File: src/rtl/axi_slave_pop_fsm_wr.sv
`timescale 1ns/1ps
// -----------------------------------------------------------------------------
// axi_slave_pop_fsm_wr
//
// Write-request pop stage of the AXI slave request path. Takes one completed
// write burst from the AW FIFO, records its tag, offers one memory-write
// header descriptor to the TLP builder, then streams AWLEN+1 data beats from
// the W FIFO with a last marker. One burst is handled at a time.
//
// Ports
//   axi_clk, ARESET          clock, synchronous active-high reset
//   aw_fifo_*                AW FIFO read side (first-word-fall-through)
//   w_fifo_*                 W FIFO read side (first-word-fall-through)
//   rec_wr_en/addr/data      request recorder write port
//   hdr_valid/hdr_ready      header handshake; hdr_* descriptor fields
//   data_valid/data_ready    data handshake; data, data_last
// -----------------------------------------------------------------------------
module axi_slave_pop_fsm_wr #(
  parameter int ADDR_WIDTH   = 64,
  parameter int ID_WIDTH     = 5,
  parameter int TAG_WIDTH    = 8,
  parameter int DATA_WIDTH   = 256,
  parameter int STRB_WIDTH   = DATA_WIDTH / 8,
  parameter int AWFIFO_ENTRY = ID_WIDTH + ADDR_WIDTH + 8 + 3 + 2 + 3 + STRB_WIDTH
) (
  input  logic                    axi_clk,
  input  logic                    ARESET,
  // AW FIFO
  input  logic                    aw_fifo_empty,
  input  logic [AWFIFO_ENTRY-1:0] aw_fifo_rd_data,
  output logic                    aw_fifo_rd_en,
  // W FIFO
  input  logic                    w_fifo_empty,
  input  logic [DATA_WIDTH-1:0]   w_fifo_rd_data,
  output logic                    w_fifo_rd_en,
  // request recorder
  output logic                    rec_wr_en,
  output logic [TAG_WIDTH-1:0]    rec_wr_addr,
  output logic [ID_WIDTH:0]       rec_wr_data,
  // header descriptor
  output logic                    hdr_valid,
  input  logic                    hdr_ready,
  output logic [ADDR_WIDTH-1:0]   hdr_addr,
  output logic                    hdr_fmt_4dw,
  output logic [9:0]              hdr_length,
  output logic [TAG_WIDTH-1:0]    hdr_tag,
  output logic [3:0]              hdr_first_be,
  output logic [3:0]              hdr_last_be,
  output logic [2:0]              hdr_user,
  // data beats
  output logic                    data_valid,
  input  logic                    data_ready,
  output logic [DATA_WIDTH-1:0]   data,
  output logic                    data_last
);

  typedef enum logic [1:0] {
    POP_IDLE,
    POP_HDR,
    POP_DATA
  } state_t;

  // AW FIFO entry layout, MSB first.
  typedef struct packed {
    logic [ID_WIDTH-1:0]   id;
    logic [ADDR_WIDTH-1:0] addr;
    logic [7:0]            len;
    logic [2:0]            size;
    logic [1:0]            burst;
    logic [2:0]            user;
    logic [STRB_WIDTH-1:0] wstrb_last;
  } aw_entry_t;

  aw_entry_t head;
  aw_entry_t req_q;
  state_t    state;
  logic [7:0] beat_cnt;

  logic        in_hdr;
  logic        in_data;
  logic        pop_aw;
  logic        data_fire;
  logic [15:0] req_bytes;

  assign head = aw_entry_t'(aw_fifo_rd_data);

  // Strobes are masked while ARESET is high so nothing is popped from a FIFO
  // during the cycle in which everything is being reset.
  assign in_hdr    = (state == POP_HDR);
  assign in_data   = (state == POP_DATA) && !ARESET;
  assign pop_aw    = (state == POP_IDLE) && !aw_fifo_empty && !ARESET;
  assign data_fire = data_valid && data_ready;

  // NOTE: every output is a continuous assignment with a defined value in all
  // states (gated to 0 when inactive), so no storage can be inferred by accident.
  assign aw_fifo_rd_en = pop_aw;
  assign rec_wr_en     = pop_aw;
  assign rec_wr_addr   = pop_aw ? TAG_WIDTH'(head.id) : '0;
  assign rec_wr_data   = pop_aw ? {1'b1, head.id} : '0;

  // Burst size in bytes; a 4096-byte burst wraps bits [11:2] to 0, which is
  // the PCIe encoding for 1024 DW.
  assign req_bytes = (16'(req_q.len) + 16'd1) << req_q.size;

  assign hdr_valid    = in_hdr;
  assign hdr_addr     = in_hdr ? {req_q.addr[ADDR_WIDTH-1:2], 2'b00} : '0;
  assign hdr_fmt_4dw  = in_hdr && (req_q.addr[ADDR_WIDTH-1:32] != '0);
  assign hdr_length   = in_hdr ? req_bytes[11:2] : '0;
  assign hdr_tag      = in_hdr ? TAG_WIDTH'(req_q.id) : '0;
  assign hdr_first_be = in_hdr ? 4'hF : 4'h0;
  // A single-DW payload carries all its enables in first_be.
  assign hdr_last_be  = (!in_hdr || req_bytes[11:2] == 10'd1) ? 4'h0 : req_q.wstrb_last[3:0];
  assign hdr_user     = in_hdr ? req_q.user : '0;

  assign data_valid   = in_data && !w_fifo_empty;
  assign data         = in_data ? w_fifo_rd_data : '0;
  assign data_last    = in_data && (beat_cnt == 8'd0);
  assign w_fifo_rd_en = data_fire;

  // NOTE: sequential state uses non-blocking assignments only, so every
  // register samples the pre-edge values of the others.
  always_ff @(posedge axi_clk) begin
    if (ARESET) begin
      state    <= POP_IDLE;
      req_q    <= '0;
      beat_cnt <= '0;
    end else begin
      case (state)
        POP_IDLE: begin
          if (!aw_fifo_empty) begin
            req_q <= head;
            state <= POP_HDR;
          end
        end
        POP_HDR: begin
          if (hdr_ready) begin
            beat_cnt <= req_q.len;
            state    <= POP_DATA;
          end
        end
        POP_DATA: begin
          // An empty W FIFO only stalls data_valid; the burst is still owed.
          if (data_fire) begin
            beat_cnt <= beat_cnt - 8'd1;
            if (beat_cnt == 8'd0) state <= POP_IDLE;
          end
        end
        default: state <= POP_IDLE;
      endcase
    end
  end

endmodule

File: config.mk
export PLATFORM = sky130hd
export DESIGN_NAME = axi_slave_pop_fsm_wr
export DESIGN_NICKNAME = d
export VERILOG_FILES = /design/src/rtl/axi_slave_pop_fsm_wr.sv
export SDC_FILE = /design/constraint.sdc
export NUM_CORES = 1
export LEC_CHECK = 0
export ABC_AREA = 1
export CORE_AREA = 2 2 296 298
export DETAILED_ROUTE_END_ITERATION = 8
export DIE_AREA = 0 0 298 300
export PLACE_DENSITY_LB_ADDON = 0.05
export SLEW_MARGIN = 20
export SYNTH_ARGS = -nofsm -noshare
export SYNTH_HDL_FRONTEND = slang
export SYNTH_SLANG_ARGS = --single-unit
File: constraint.sdc
create_clock -name axi_clk -period 3.24 [get_ports axi_clk]
set_input_delay 0.486 -clock axi_clk [delete_from_list [all_inputs] [get_ports axi_clk]]
set_output_delay 0.486 -clock axi_clk [all_outputs]
set_load 0.005 [all_outputs]
==> impl_metrics.yaml, run 1 <==
status:
  status: "completed"
timing:
  finalSetupViolations: 0
  finalCriticalPeriod_ps: 3040
  whs_ps: 454
  worst_slack_ps: 195
  finalClockSkew_ps: 15.6
  hold_violations: 0
  slew_violations: 0
  worst_slew_pin_slew_ps: 878
  finalCritPeriodShare: 0.940
  finalSetupTns_ps: 0
  max_clock_freq_ghz: 0.328
  relSlewSlack: 0.414
route:
  post_drt_wl_per_cell_um: 18.6
  drc: 0
  via_per_inst: 3.17
  ant_nets: 0
  first_pass_iters: 4
  vias: 9813
  drt-initial-drc-count: 436
  wl_um: 57600
floorplanning:
  start_util: 0.0788
  ios: 749
  core_sq_um: 86200
  die-area_sq_um: 89400
  die_y_um: 300
  row_count: 108
  dieWidth_um: 298
worst_setup_path:
  path_cells: "inv_1 -> nor2_4 -> inv_2 -> nor2_2 -> inv_8 -> buf_12 -> nor2_1 -> clkdlybuf4s50_1"
  worst-r2r-cell-count: 8
  cp-start-kind: "register"
  path_max_fanout: 42
  cp_slowest_cell: "clkdlybuf4s50_1"
  worstPathRequired_ps: 2750
  critPathArrivalTime_ps: 2560
  r2r_slack_ps: 650
  worstSetupPathType: "register to output port"
  endpoint_kind: "output port"
  cpPeakStageDelay_ps: 680
min_path:
  hp-class: "register to register"
  hold_depth: 2
layout:
  ff_latch_area_sq_um: 1910
  utilization: 0.182
  layout_common_cells: "702 x clkdlybuf4s50_1, 366 x nor2_1, 356 x inv_1, 95 x a21oi_1, 91 x dfxtp_1"
  nets: 2306
  syn_to_final_growth_pct: 131
  design_area_sq_um: 15700
  fillers: 9966
  multi_input_area_sq_um: 3190
  fin_cells: 3096
  drive_above_1_share: 0.0503
  final_common_cell: "clkdlybuf4s50_1"
synth:
  syn_area_sq_um: 6790
  avgSynthCellArea_sq_um: 5.43
  synth_top_area_frac: 0.280
  ys.flop_type: "dfxtp_1"
  syn_inst: 1251
  synth_seq_cells: 95
  synth_edf_count: 0
  ys_top_cells_by_area: "dfxtp_1 28%, nor2_1 20%, inv_1 20%, a21oi_1 7.1%, o21ai_0 6.6%"
  ys_types: 33
  ys.warnings.count: 0
  async_flop_share: 0
  yosys.area.top_type: "dfxtp_1"
  synth-seq-area-share: 0.280
global_routing:
  antenna_found_initial: 35
  grt_usage: 0.123
  grt_pass1_wl_um: 78000
  overflow: 0
  grt_max_degree: 92
  first_global_vias: 10000
power:
  internal_power_mw: 2.55
  combPwrFrac: 0.350
  p_clk_frac: 0.303
  p_seq_frac: 0.347
  p_per_area_nw_per_um2: 243
  p_sw_mw: 1.25
  switching_share: 0.329
  power.total_mw: 3.81
  peakVddDrop_v: 0.000182
  power.leakage_nw: 6.78
placed_design:
  hpwl_um: 49700
  dp_worst_setup_slack_ps: 91.1
  placed_cell_area_sq_um: 15300
  routabilityCongestion: 0.882
  dp_cells: 3064
  io_buffers: 708
clocking:
  h-tree-depth: 3
  cts_tree: "done"
  ctsRootBufferMaster: "clkbuf_16"
  numCtsBuffers: 9
  cts_sinks: 95
  cts_max_path_buffers: 2
  clock_latency_ps: 380
  path_clk_slew_ps: 80
job:
  cap_violations: 0
==> cell type report <==
class / count / share of cell area
Clock buffer: 10 / 0.0152
Sequential cell: 95 / 0.122
Inverter: 366 / 0.0882
Antenna cell: 12 / 0.00191
Tap cell: 1155 / 0.0921
Clock inverter: 6 / 0.00319
Timing Repair Buffer: 744 / 0.475
Multi-Input combinational cell: 708 / 0.203
==> cell usage after synthesis (all sizes together) (2+ instances only) <==
cell type  count
nor2         375
inv          366
a21oi         97
dfxtp         95
o21ai         92
nand2         62
clkbuf        54
nand3         36
buf           35
nand4         10
a31o           5
a211oi         4
nor3           4
ha             3
nor4           3
o22ai          2
or2            2
==> power groups by stage <==
stage | registers [mW] | logic [mW] | clock network (mW)
floorplan | 1.33 | 0.517 | 0
global placement | 1.35 | 1.35 | 0
detailed placement | 1.35 | 1.34 | 0
CTS | 1.32 | 1.36 | 1.24
global route | 1.33 | 1.49 | 1.26
finish | 1.32 | 1.33 | 1.16
==> routing by layer <==
| layer | track usage | routed length, um | vias up |
|---|---|---|---|
| met5 | 0 | 141 | - |
| met3 | 0.0538 | 5490 | 77 |
| li1 | - | - | 4953 |
| met2 | 0.223 | 29200 | 446 |
| met4 | 0.0383 | 1340 | 24 |
| met1 | 0.128 | 21300 | 4313 |
==> cells by family after synthesis <==
| family | Yosys count | synth area share |
|---|---|---|
| and+or+nand+nor | 492 | 0.291 |
| AOI/OAI and AO/OA | 205 | 0.159 |
| adders and majority gates | 3 | 0.00553 |
| DFF | 95 | 0.280 |
| other | 1 | 0.000552 |
| buffers and inverters | 455 | 0.264 |
==> sequential cells by signal, summed over array words and instances (netlist names) <==
register,flops
req_q,85
beat_cnt,8
state,2
==> worst max-delay path: cells and delay by family, from the launching register on <==
kind          cells  cell delay [ps]
simple gates      3              460
buf+inv           5             1270
flops             1              380
==> final timing paths <==
| check | from | end |
|---|---|---|
| hold reg to reg | req_q[76] | req_q[76] |
| setup reg to reg | state[0] | req_q[93] |
| hold / removal | req_q[76] | req_q[76] |
| setup / recovery | state[1] | data[81] |
==> timing repair <==
action / CTS / global route
hold buffers: 0 / 0
endpoints found under the setup margin: 33 / 6
buffers inserted: 2 / 2
gates resized for setup: 11 / 15
pin swaps: 1 / 3
(Power assumes the default switching activity.)
==> run 2, diff against run 1 <==
--- a/config.mk
+++ b/config.mk
@@ -5,11 +5,9 @@
 export SDC_FILE = /design/constraint.sdc
 export NUM_CORES = 1
 export LEC_CHECK = 0
-export ABC_AREA = 1
-export CORE_AREA = 2 2 296 298
+export CORE_AREA = 2 2 295 297
 export DETAILED_ROUTE_END_ITERATION = 8
-export DIE_AREA = 0 0 298 300
-export PLACE_DENSITY_LB_ADDON = 0.05
+export DIE_AREA = 0 0 297 299
 export SLEW_MARGIN = 20
 export SYNTH_ARGS = -nofsm -noshare
 export SYNTH_HDL_FRONTEND = slang
==> run 2 against run 1 <==
  * Core utilization is 0.11 points lower
  * Global-route usage is 0.091 points lower
  * Count of clock-buffer cells in the layout is 1 higher
  * Combinational power down 11%
  * First-iteration DRC count increased by 34%
  * Critical endpoint is now hdr_length[2]
  * Largest power group is now sequential cells
==> impl_metrics.yaml, run 2 <==
status:
  status: "completed"
global_routing:
  grt_max_degree: 86
  first_global_vias: 8638
  antenna_found_initial: 42
  grt_usage: 0.122
  overflow: 0
  grt_pass1_wl_um: 74600
synth:
  ys_top_cells_by_area: "and2_1 30%, dfxtp_1 28%, nand2_1 11%, a21oi_1 7.6%, clkbuf_1 3.7%"
  syn_area_sq_um: 6770
  syn_inst: 985
  synth.most_common_cell: "and2_1"
  ys.flop_type: "dfxtp_1"
  avgSynthCellArea_sq_um: 6.87
  async_flop_share: 0
  synth_edf_count: 0
  ys.warnings.count: 0
  ys_types: 57
  synthTopCellsByCount: "326 x and2_1, 198 x nand2_1, 103 x a21oi_1"
  synth_seq_cells: 95
  synth-seq-area-share: 0.281
  yosys.area.top_type: "and2_1"
  synth_top_area_frac: 0.301
worst_setup_path:
  critPathArrivalTime_ps: 2620
  path_max_fanout: 4
  cp-start-kind: "register"
  endpoint_kind: "output port"
  regToRegStartpoint: "state[0]"
  worstSetupPathType: "register to output port"
  worstPathRequired_ps: 2750
  r2r_slack_ps: 1190
  r2r_end: "req_q[100]"
  worst-r2r-cell-count: 5
floorplanning:
  row_count: 108
  die-area_sq_um: 88800
  start_util: 0.0787
  ios: 749
  die_y_um: 299
  core_sq_um: 85900
  dieWidth_um: 297
route:
  wl_um: 57600
  post_drt_wl_per_cell_um: 20.5
  drc: 0
  drt-initial-drc-count: 586
  vias: 9193
  ant_nets: 0
  via_per_inst: 3.27
  first_pass_iters: 4
layout:
  syn_to_final_growth_pct: 130
  top_regs: "req_q (85), beat_cnt (8), state (2)"
  utilization: 0.181
  design_area_sq_um: 15500
  layout_common_cells: "690 x clkdlybuf4s50_1, 326 x and2_1, 198 x nand2_1, 102 x a21oi_1, 88 x dfxtp_1"
  fillers: 9787
  largest_reg_flops: 85
  final_common_cell: "clkdlybuf4s50_1"
  largest-register: "req_q"
  nets: 2022
  drive_above_1_share: 0.0565
timing:
  finalClockSkew_ps: 26.3
  slew_violations: 0
  relSlewSlack: 0.450
  finalCriticalPeriod_ps: 3110
  max_clock_freq_ghz: 0.322
  worst_slew_pin_slew_ps: 825
  whs_ps: 449
  finalCritPeriodShare: 0.959
  finalSetupViolations: 0
  hold_violations: 0
  worst_slack_ps: 133
job:
  cap_violations: 0
clocking:
  clock_latency_ps: 390
  path_clk_slew_ps: 90
  cts_sinks: 95
  ctsRootBufferMaster: "clkbuf_16"
  cts_hold_buffers: 0
  cts_tree: "done"
  h-tree-depth: 3
  cts_max_path_buffers: 2
  numCtsBuffers: 9
placed_design:
  hpwl_um: 49000
  placed_cell_area_sq_um: 15100
  io_buffers: 708
  dp_worst_setup_slack_ps: 235
  routabilityCongestion: 0.904
min_path:
  min_to: "req_q[51]"
  hp-class: "register to register"
  min_from: "req_q[51]"
  hold_depth: 2
power:
  peakVddDrop_v: 0.000235
  p_per_area_nw_per_um2: 238
  power.leakage_nw: 5.56
  power.total_mw: 3.70
run 2: changes by cell type in the layout (fill, tap and decap cells not counted), moves of 24 or more:
cell	change
and2_1	+326
inv_1	-347
nor2_1	-344
nand2_1	+140
o21ai_0	-74
nand3_1	-24
run 2: through the flow:
stage	std cells	TNS, ps
after CTS	2800	0
after floorplan	992	0
after global placement	2783	0
final	2812	0
after global routing	2804	-21.9
after detailed placement	2783	0
run 2: worst max path at each step:
stage	startpoint	endpoint	slack [ps]	cells after the start
final	req_q[40]	hdr_length[2]	130	9
after global placement	req_q[42]	hdr_length[5]	230	8
after floorplan	req_q[41]	hdr_length[5]	930	8
after global routing	req_q[40]	hdr_length[4]	-20	7
after CTS	req_q[40]	hdr_last_be[0]	0.1	9
after detailed placement	req_q[42]	hdr_length[5]	230	8
run 2: cells by family after synthesis:
kind of cell	count (synthesis)	share of synthesized area
AOI/OAI and AO/OA	157	0.137
xor gates and xnor gates	3	0.00388
adders and majority gates	3	0.00555
buffers and inverters	113	0.0790
DFF	95	0.281
muxes	4	0.00777
other	1	0.000554
and+or+nand+nor	609	0.485
run 2: final cells by class:
type                       count  area, sq um  share of cell area
timing repair buffer         739         7360               0.474
clock buffer                  11          253              0.0163
sequential                    95         1920               0.123
antenna                       12         30.0             0.00193
tap                         1155         1450              0.0930
multi-input combinational    784         4430               0.285
inverter                      11         41.3             0.00266
clock inverter                 5         62.6             0.00403
run 2: layer usage:
metal  up-vias  global-route usage  share of wire
li1       4454                   -              -
met1      4217               0.148           0.42
met2       442               0.187           0.44
met3        68              0.0698           0.12
met4        12              0.0286          0.014
met5         -                   0         0.0012
run 2: where the power goes:
group,total [mW],internal [mW],switching (mW)
clock,1.19,0.649,0.541
sequential,1.32,1.25,0.0703
combinational,1.19,0.704,0.490
total,3.70,2.60,1.10
run 2: worst max-delay path, stage by stage (launching register included):
cell and delay [ps]:
dfxtp_2 330, ha_2 210, xnor2_1 200, a221oi_4 390, mux2i_4 130, buf_4 150
nor2_1 90, a41oi_1 70, nor2_1 150, clkdlybuf4s50_1 520
run 2: what timing repair did:
action                                  in CTS  in global routing
gates resized for setup                     10                 17
pin swaps                                    2                  3
setup buffers                                1                  0
endpoints found under the setup margin       8                  6
